==> config.mk <==
export PLATFORM = sky130hd
export DESIGN_NAME = pixel_plot_sink
export DESIGN_NICKNAME = d
export VERILOG_FILES = /design/src/rtl/pixel_plot_sink.sv
export SDC_FILE = /design/constraint.sdc
export NUM_CORES = 1
export LEC_CHECK = 0
export ABC_AREA = 1
export BUFFER_PORTS_ARGS = -buffer_cell sky130_fd_sc_hd__buf_2
export CAP_MARGIN = 40
export CORE_ASPECT_RATIO = 0.8
export CORE_MARGIN = 8
export CORE_UTILIZATION = 60
export CTS_BUF_LIST = sky130_fd_sc_hd__clkbuf_4
export DETAILED_ROUTE_END_ITERATION = 16
export HOLD_SLACK_MARGIN = 0.06
export MAX_ROUTING_LAYER = met4
export PLACE_DENSITY = 0.88
export SYNTH_ARGS = -nofsm -noshare
export SYNTH_HDL_FRONTEND = slang
export SYNTH_SLANG_ARGS = --single-unit
export TNS_END_PERCENT = 30
==> constraint.sdc <==
create_clock -name clk -period 5.9 [get_ports clk]
set_clock_uncertainty 0.1 [all_clocks]
set_input_delay 0.885 -clock clk [delete_from_list [all_inputs] [get_ports clk]]
set_output_delay 0.885 -clock clk [all_outputs]
set_load 0.01 [all_outputs]
==> src/rtl/pixel_plot_sink.sv <==
// pixel_plot_sink
// Buffers pixel writes from a drawing engine in a small FIFO and streams them
// to a frame memory, one write per cycle when the memory is ready. It can also
// fill the whole screen with BG_COLOUR on request. Pixels outside the screen
// are discarded and counted.
//
// Ports
//   clk         system clock, all state on the rising edge
//   resetn      asynchronous active-low reset
//   in_valid    pixel write request            in_ready  sink accepts this cycle
//   in_x/in_y   pixel coordinates (8 bits)     in_colour 9-bit colour (3/3/3)
//   clear_req   single-cycle request for a screen clear
//   mem_ready   frame memory accepts a write this cycle
//   plot        registered write strobe; vga_x/vga_y/vga_colour registered write data
//   busy        FIFO non-empty, clear pending, or clear running
//   clear_done  one-cycle pulse after the last clear write
//   drop_count  saturating count of discarded off-screen pixels
module pixel_plot_sink #(
  parameter int         FIFO_DEPTH = 4,
  parameter int         X_MAX      = 160,
  parameter int         Y_MAX      = 120,
  parameter logic [8:0] BG_COLOUR  = 9'h000
) (
  input  logic       clk,
  input  logic       resetn,
  input  logic       in_valid,
  input  logic [7:0] in_x,
  input  logic [7:0] in_y,
  input  logic [8:0] in_colour,
  output logic       in_ready,
  input  logic       clear_req,
  input  logic       mem_ready,
  output logic       plot,
  output logic [7:0] vga_x,
  output logic [7:0] vga_y,
  output logic [8:0] vga_colour,
  output logic       busy,
  output logic       clear_done,
  output logic [7:0] drop_count
);

  localparam int AW = (FIFO_DEPTH > 1) ? $clog2(FIFO_DEPTH) : 1;
  localparam int CW = AW + 1;
  localparam logic [CW-1:0] DEPTH_C  = CW'(FIFO_DEPTH);
  localparam logic [CW-1:0] CNT_ONE  = CW'(1);
  localparam logic [AW-1:0] PTR_ONE  = AW'(1);
  // 9-bit limits so a screen width of 256 still compares correctly
  localparam logic [8:0]    X_LIM    = 9'(X_MAX);
  localparam logic [8:0]    Y_LIM    = 9'(Y_MAX);
  localparam logic [7:0]    X_LAST   = 8'(X_MAX - 1);
  localparam logic [7:0]    Y_LAST   = 8'(Y_MAX - 1);

  typedef enum logic [0:0] {
    ST_RUN   = 1'b0,
    ST_CLEAR = 1'b1
  } state_t;

  state_t          state_r;
  state_t          state_nxt_s;
  logic [24:0]     fifo_mem_r [FIFO_DEPTH];
  logic [AW-1:0]   wr_ptr_r;
  logic [AW-1:0]   rd_ptr_r;
  logic [CW-1:0]   count_r;
  logic            pending_r;
  logic [7:0]      cx_r;
  logic [7:0]      cy_r;
  logic [24:0]     head_s;
  logic            fifo_empty_s;
  logic            fifo_full_s;
  logic            in_range_s;
  logic            accept_s;
  logic            push_s;
  logic            drop_s;
  logic            pop_s;
  logic            clr_write_s;
  logic            clr_last_s;

  assign fifo_empty_s = (count_r == {CW{1'b0}});
  assign fifo_full_s  = (count_r == DEPTH_C);
  assign head_s       = fifo_mem_r[rd_ptr_r];

  // resetn is folded in because state_r already reads RUN while reset is held
  assign in_ready   = resetn & (state_r == ST_RUN) & ~fifo_full_s & ~pending_r;
  assign in_range_s = ({1'b0, in_x} < X_LIM) && ({1'b0, in_y} < Y_LIM);
  assign accept_s   = in_valid & in_ready;
  assign push_s     = accept_s & in_range_s;
  assign drop_s     = accept_s & ~in_range_s;
  assign busy       = ~fifo_empty_s | pending_r | (state_r == ST_CLEAR);

  // Next-state logic and per-cycle write decisions
  always_comb begin
    state_nxt_s = state_r;
    pop_s       = 1'b0;
    clr_write_s = 1'b0;
    clr_last_s  = 1'b0;
    case (state_r)
      ST_RUN: begin
        if (!fifo_empty_s && mem_ready) begin
          pop_s = 1'b1;
        end else begin
          pop_s = 1'b0;
        end
        // queued pixels always drain before the clear starts
        if (pending_r && fifo_empty_s) begin
          state_nxt_s = ST_CLEAR;
        end else begin
          state_nxt_s = ST_RUN;
        end
      end
      ST_CLEAR: begin
        if (mem_ready) begin
          clr_write_s = 1'b1;
          if ((cx_r == X_LAST) && (cy_r == Y_LAST)) begin
            clr_last_s  = 1'b1;
            state_nxt_s = ST_RUN;
          end else begin
            clr_last_s  = 1'b0;
            state_nxt_s = ST_CLEAR;
          end
        end else begin
          clr_write_s = 1'b0;
          state_nxt_s = ST_CLEAR;
        end
      end
      default: begin
        state_nxt_s = ST_RUN;
      end
    endcase
  end

  // State register
  always_ff @(posedge clk or negedge resetn) begin
    if (!resetn) begin
      state_r <= ST_RUN;
    end else begin
      state_r <= state_nxt_s;
    end
  end

  // Clear-pending flag; requests while pending or clearing are ignored
  always_ff @(posedge clk or negedge resetn) begin
    if (!resetn) begin
      pending_r <= 1'b0;
    end else if (clr_last_s) begin
      pending_r <= 1'b0;
    end else if (clear_req && !pending_r) begin
      pending_r <= 1'b1;
    end else begin
      pending_r <= pending_r;
    end
  end

  // Clear raster position, row-major
  always_ff @(posedge clk or negedge resetn) begin
    if (!resetn) begin
      cx_r <= 8'd0;
      cy_r <= 8'd0;
    end else if (state_r == ST_RUN) begin
      if (state_nxt_s == ST_CLEAR) begin
        cx_r <= 8'd0;
        cy_r <= 8'd0;
      end else begin
        cx_r <= cx_r;
        cy_r <= cy_r;
      end
    end else if (clr_write_s) begin
      if (cx_r == X_LAST) begin
        cx_r <= 8'd0;
        cy_r <= cy_r + 8'd1;
      end else begin
        cx_r <= cx_r + 8'd1;
        cy_r <= cy_r;
      end
    end else begin
      cx_r <= cx_r;
      cy_r <= cy_r;
    end
  end

  // FIFO storage; contents need no reset since pointers define validity
  always_ff @(posedge clk) begin
    if (push_s) begin
      fifo_mem_r[wr_ptr_r] <= {in_x, in_y, in_colour};
    end
  end

  // FIFO pointers and occupancy; push and pop may share an edge
  always_ff @(posedge clk or negedge resetn) begin
    if (!resetn) begin
      wr_ptr_r <= {AW{1'b0}};
      rd_ptr_r <= {AW{1'b0}};
      count_r  <= {CW{1'b0}};
    end else begin
      if (push_s) begin
        wr_ptr_r <= wr_ptr_r + PTR_ONE;
      end
      if (pop_s) begin
        rd_ptr_r <= rd_ptr_r + PTR_ONE;
      end
      case ({push_s, pop_s})
        2'b10:   count_r <= count_r + CNT_ONE;
        2'b01:   count_r <= count_r - CNT_ONE;
        default: count_r <= count_r;
      endcase
    end
  end

  // Registered frame-memory write port and clear completion pulse
  always_ff @(posedge clk or negedge resetn) begin
    if (!resetn) begin
      plot       <= 1'b0;
      vga_x      <= 8'd0;
      vga_y      <= 8'd0;
      vga_colour <= 9'd0;
      clear_done <= 1'b0;
    end else begin
      clear_done <= clr_last_s;
      if (pop_s) begin
        plot       <= 1'b1;
        vga_x      <= head_s[24:17];
        vga_y      <= head_s[16:9];
        vga_colour <= head_s[8:0];
      end else if (clr_write_s) begin
        plot       <= 1'b1;
        vga_x      <= cx_r;
        vga_y      <= cy_r;
        vga_colour <= BG_COLOUR;
      end else begin
        plot <= 1'b0;
      end
    end
  end

  // Saturating count of discarded off-screen pixels
  always_ff @(posedge clk or negedge resetn) begin
    if (!resetn) begin
      drop_count <= 8'd0;
    end else if (drop_s && (drop_count != 8'hFF)) begin
      drop_count <= drop_count + 8'd1;
    end else begin
      drop_count <= drop_count;
    end
  end

endmodule

## After elaboration in Yosys (flattened, before gate mapping)

Memory sizes are Yosys's and may differ from the RTL's.
Index checks and enable logic that the tools add are counted.

- Bits in registers: 60
- Memory bits (writable): 100
- Memories: 1

Memory list:

| memory | words | width | rd ports | clocked after Yosys merged registers in | wr ports | line | text |
|---|---|---|---|---|---|---|---|
| fifo_mem_r | 4 | 25 | 1 | 0 | 1 | 60 | `logic [24:0] fifo_mem_r [FIFO_DEPTH];` |

- Add/subtract/negate cells: 7
- Order comparisons: 2
- Equality and inequality tests: 8
- Mux-type cells: 31
- Bitwise gates (word level): 13
- Reductions and logical operators: 15

Operator list:

| kind | count |
|---|---|
| $mux 8 | 11 |
| $add 8x1->8 const B | 3 |
| $mux 9 | 2 |
| $mux 1 | 16 |
| $eq 8x7->1 const B | 1 |
| $eq 8x8->1 const B | 1 |
| $lt 8x7->1 const B | 1 |
| $lt 8x8->1 const B | 1 |
| $ne 8x8->1 const B | 1 |
| $reduce_bool 2->1 | 4 |
| $and 1x1->1 | 6 |
| $logic_and 1x1->1 | 6 |
| $pmux 3 s2 | 1 |
| $not 1->1 | 5 |
| $add 2x1->2 const B | 2 |
| $ne 2x1->1 const B | 2 |
| $add 3x1->3 const B | 1 |
| $eq 3x3->1 const B | 1 |
| $logic_not 3->1 | 1 |
| $reduce_and 3->1 | 1 |
| $sub 3x1->3 const B | 1 |
| $eq 2x1->1 const B | 1 |
| $eq 2x2->1 const B | 1 |
| $logic_not 1->1 | 2 |
| other kinds (3) | 4 |

## Longest topological paths before layout

- Depth in word-level cells: 8
- Mapped depth: 12

## Least setup slack after synthesis

No wires, ideal clock.

- Path kind: input-to-reg
- Start point: input port in_x[6]
- End point: memory fifo_mem_r[0][0] (enable)
- Library setup time: 0.407 ns
- Arrival: 2.451 ns
- Required time: 5.393 ns
- Path slack: 2.942 ns
- Stages on the path: 5
- Path buffers: 0
- Cell sequence: o21ai_0 -> nand3_1 -> inv_1 -> nand2_2 -> nor2_1

- Word-level cells in the longest chain between the ends: 5

Ends and longest elaborated chain:

| item | line | text |
|---|---|---|
| start: declaration | 27 | `input logic [7:0] in_x,` |
| $lt 8x8->1 | 84 | `assign in_range_s = ({1'b0, in_x} < X_LIM) && ({1'b0, in_y} < Y_LIM);` |
| $logic_and 1x1->1 | 84 |  |
| $and 1x1->1 | 86 | `assign push_s = accept_s & in_range_s;` |
| $mux 1 | 182 | `if (push_s) begin` |
| $mux 1 (not written as such) | 183 | `fifo_mem_r[wr_ptr_r] <= {in_x, in_y, in_colour};` |
| end: declaration | 60 |  |

Every way passes these cells.

## Final worst setup path

- Start point: input port resetn
- End point: output port in_ready

- Word-level cells in the longest chain between the ends: 3

Ends and longest elaborated chain:

| item | line | text |
|---|---|---|
| start: declaration | 25 | `input logic resetn,` |
| $and 1x1->1 (3 in series) | 83 | `assign in_ready = resetn & (state_r == ST_RUN) & ~fifo_full_s & ~pending_r;` |
| end: declaration | 30 | `output logic in_ready,` |

Every way passes these cells.

==> summary.md <==
The run finished with clean final reports. The number of buffers inserted by post-CTS setup repair was 0. The congestion estimate from routability-driven global placement came to 0.8765.

Ranked by total cell area, the synthesized netlist is headed by edfxtp_1, dfrtp_1, nand2_1. The first global-routing pass estimated 23960 microns of wire. The smallest setup slack after layout is 2.774 ns, and the peak fanout along the critical path is 61. The tools report the top-level port count as 67. For the worst-skew pair, the clock arrives at the later sink with an insertion delay of 0.53 ns. In this run the critical register-to-register path is launched from state_r$_DFF_PN0_. IR analysis of the VDD net gives a maximum drop of 0.1718 mV.

The die width is 136.5 microns, and the number of antenna violations at the first check in global routing is 0. TritonCTS created 17 clock buffers. Setup violations remaining at the end of the flow were counted as 0.

In this run the static leakage power is 3.460 nW. TritonCTS built the clock tree. The share of the yosys chip area belonging to registers came out at 0.6462. After layout, the design draws a total of 2.058 mW.

The logs give 0.05491 for the met3 global-route usage and 0.3199 GHz for the maximum clock rate. The number of sinks on the clock net was 160; the final-layout fill cell count was 852. A synthesized cell averages 10.06 sq um.

In this run, synthesis inferred 100 flip-flops with an integrated enable. Hold violation count in the final report: 0. The run gives 0.3083 as the met2 layer usage reported by global route.

The number of remaining DRC errors was 0. The sort of element at the end of the critical path was an output pin. The final period demand of the worst path was 3.126 ns; the number of iterations in the first detailed-routing pass was 5. The violation count after the first detailed-route iteration is 533, and the number of buffers inserted by hold repair at cts is 0. The area enclosed by the die boundary was 15340 sq um; the data required time of the critical path was 4.91 ns.

The share of flip-flops with an asynchronous set or reset is 0.3750. The fraction of layout instances using a drive strength above 1 works out to 0.1699. After global routing, the most crowded layer is met2. Setup repair after global routing left no endpoint under its margin. The total instance count after detailed placement is 888.

The most used flip-flop cell after synthesis is edfxtp_1. The logs give 0.4550 for the relative max-transition margin and 3.22 ns for the flop-to-flop setup slack. The mapped netlist covers 6970 sq um. Data on the critical path arrives at its endpoint at 2.14 ns.

In this run the clock root is driven by a clkbuf_4. The biggest area contributor in the post-synthesis netlist is edfxtp_1. Dividing the detail-routed via count by the number of cells gives 5.456. The endpoint identified for the worst register-to-register timing path is count_r[2]$_DFFE_PN0P_. The critical path is of the in -> out type. The slew at the pin closest to its max-slew limit works out to 0.8163 ns. 0 antenna diodes ended up in the layout.

Worst min-delay path category: in -> async. The region available for standard cell placement spans 11430 sq um. From bottom edge to top edge, the die measures 112.4 microns. The worst setup path is launched from an input pin.

Number of global-route vias before repair: 4815. Sorting the synthesized cells by how often they occur yields nand2_1, edfxtp_1, dfrtp_1, nand3_1, inv_1. The most frequent cell after synthesis is nand2_1. The tool flagged a number of max-cap violations equal to 0. The overall global routing resource usage was 0.2054; the total nets after synthesis was 732.

The number of pins with negative max-slew slack in the final report is 0. In this run the remaining antenna-violating nets after routing total 0. The global routing met1 resource utilization was 0.2679; the wire length per cell after detailed routing was 15.90 microns. The final route contains 5014 vias.

After global routing the overflow that remains totals 0. Ratio of final minimum period to clock period: 0.5298. For the effective utilization at floorplan, the log shows 0.6099. Input and output buffers added on the ports amount to 66.

The net total in the final layout is 798. The HPWL after detailed placement is 9788 microns. Summed over all layers, the routed wires come to 14620 microns. The tools report the total of cells resized after clock tree synthesis as 0.

In the final timing run, aggregate negative setup slack is 0 ns. The total power density per cell area was 267.4 nW/um^2; the count of distinct cell types in the synthesized netlist was 31. The tools report the number of placement rows as 35.

The clock slew at the register clock pins of the worst setup and hold paths was 0.13 ns. The share of the synthesized area in the top cell type was 0.4308. In the synthesized netlist, the number of instances is 693.

The relative area change from synthesis to final layout is 10.41%, and the count of state elements after synthesis is 160. The clock passes through at most 2 buffers. OpenSTA, run right after detailed placement, puts the worst setup slack at 2.469 ns. Counting cells, the worst reg-to-reg path comes to 9. Yosys printed 0 warnings. Leaving out filler cells and counting taps, the final layout contains 919.

For the sequential cell area, the log shows 4504 sq um. In the final layout, the multi-input gates occupy 2128 sq um. The run gives 4 as the number of H-tree levels. The pin count of the biggest net entering global routing is 62.
cell families after synthesis:
kind of cell    Yosys count  synth area share
simple gates            378            0.2274
flops                   160            0.6462
buf+inv                  75           0.04990
compound gates           63           0.04918
fa+ha+maj                 9           0.01723
xor+xnor                  8           0.01005
state kept, by name, summed over array words and instances (netlist names), 3 cells and up:
name	count
vga_colour	9
fifo_mem_r	100
cy_r	8
count_r	3
vga_x	8
drop_count	8
vga_y	8
cx_r	8
cell usage in the layout, fill, tap and decap left out, drive strengths merged, types with 5 or more instances in the layout:
master / netlist / layout
buf: 20 / 73
clkbuf: 6 / 19
clkinv: 0 / 5
dfrtp: 60 / 60
edfxtp: 100 / 100
ha: 8 / 8
inv: 49 / 52
nand2: 266 / 266
nand3: 56 / 56
nor2: 47 / 47
o21ai: 49 / 49
o22ai: 10 / 10
xor2: 6 / 6
worst max-delay path, cell delays in order:
cell and delay (ns):
buf_2 0.08, buf_4 0.58, inv_1 0.15, nor2_2 0.17, nand2_1 0.07, inv_1 0.05, buf_2 0.12
through the flow:
| stage | hold WS [ns] | utilization | instance area (sq um) |
|---|---|---|---|
| after floorplan | 0.3766 | - | 6970 |
| after global placement | 0.3573 | 0.6456 | 7380 |
| after detailed placement | 0.3635 | 0.6470 | 7395 |
| after CTS | 0.3926 | 0.6733 | 7696 |
| after global routing | 0.3934 | 0.6733 | 7696 |
| final | 0.3856 | 0.6733 | 7696 |
power breakdown:
part	total, mW	switching (mW)	internal, mW
Clock	0.686	0.381	0.305
Sequential	1.24	0.0220	1.22
Combinational	0.129	0.0835	0.0452
Total	2.06	0.486	1.57
per-layer routing:
metal	up-vias	routed length [microns]
met4	0	178
met1	2382	6352
met2	198	6883
met3	16	1201
met5	-	0
li1	2418	-
area by class of cell:
type	count	share of cell area
Tap cell	148	0.02406
Sequential cell	160	0.5853
Multi-Input combinational cell	458	0.2765
Clock inverter	12	0.02065
Inverter	49	0.02422
Timing Repair Buffer	73	0.05072
Clock buffer	19	0.01853
how the worst max path moves through the flow:
stage / cells past startpoint / start / endpoint / slack, ns
after floorplan: 5 / in_x[6] / fifo_mem_r[0][0]$_DFFE_PP_ / 2.94
after global placement: 11 / resetn / count_r[1]$_DFFE_PN0P_ / 2.63
after detailed placement: 11 / resetn / count_r[1]$_DFFE_PN0P_ / 2.47
after CTS: 7 / resetn / in_ready / 2.73
after global routing: 7 / resetn / in_ready / 2.59
final: 7 / resetn / in_ready / 2.77
Note: power is estimated with default switching activity, not from simulation.
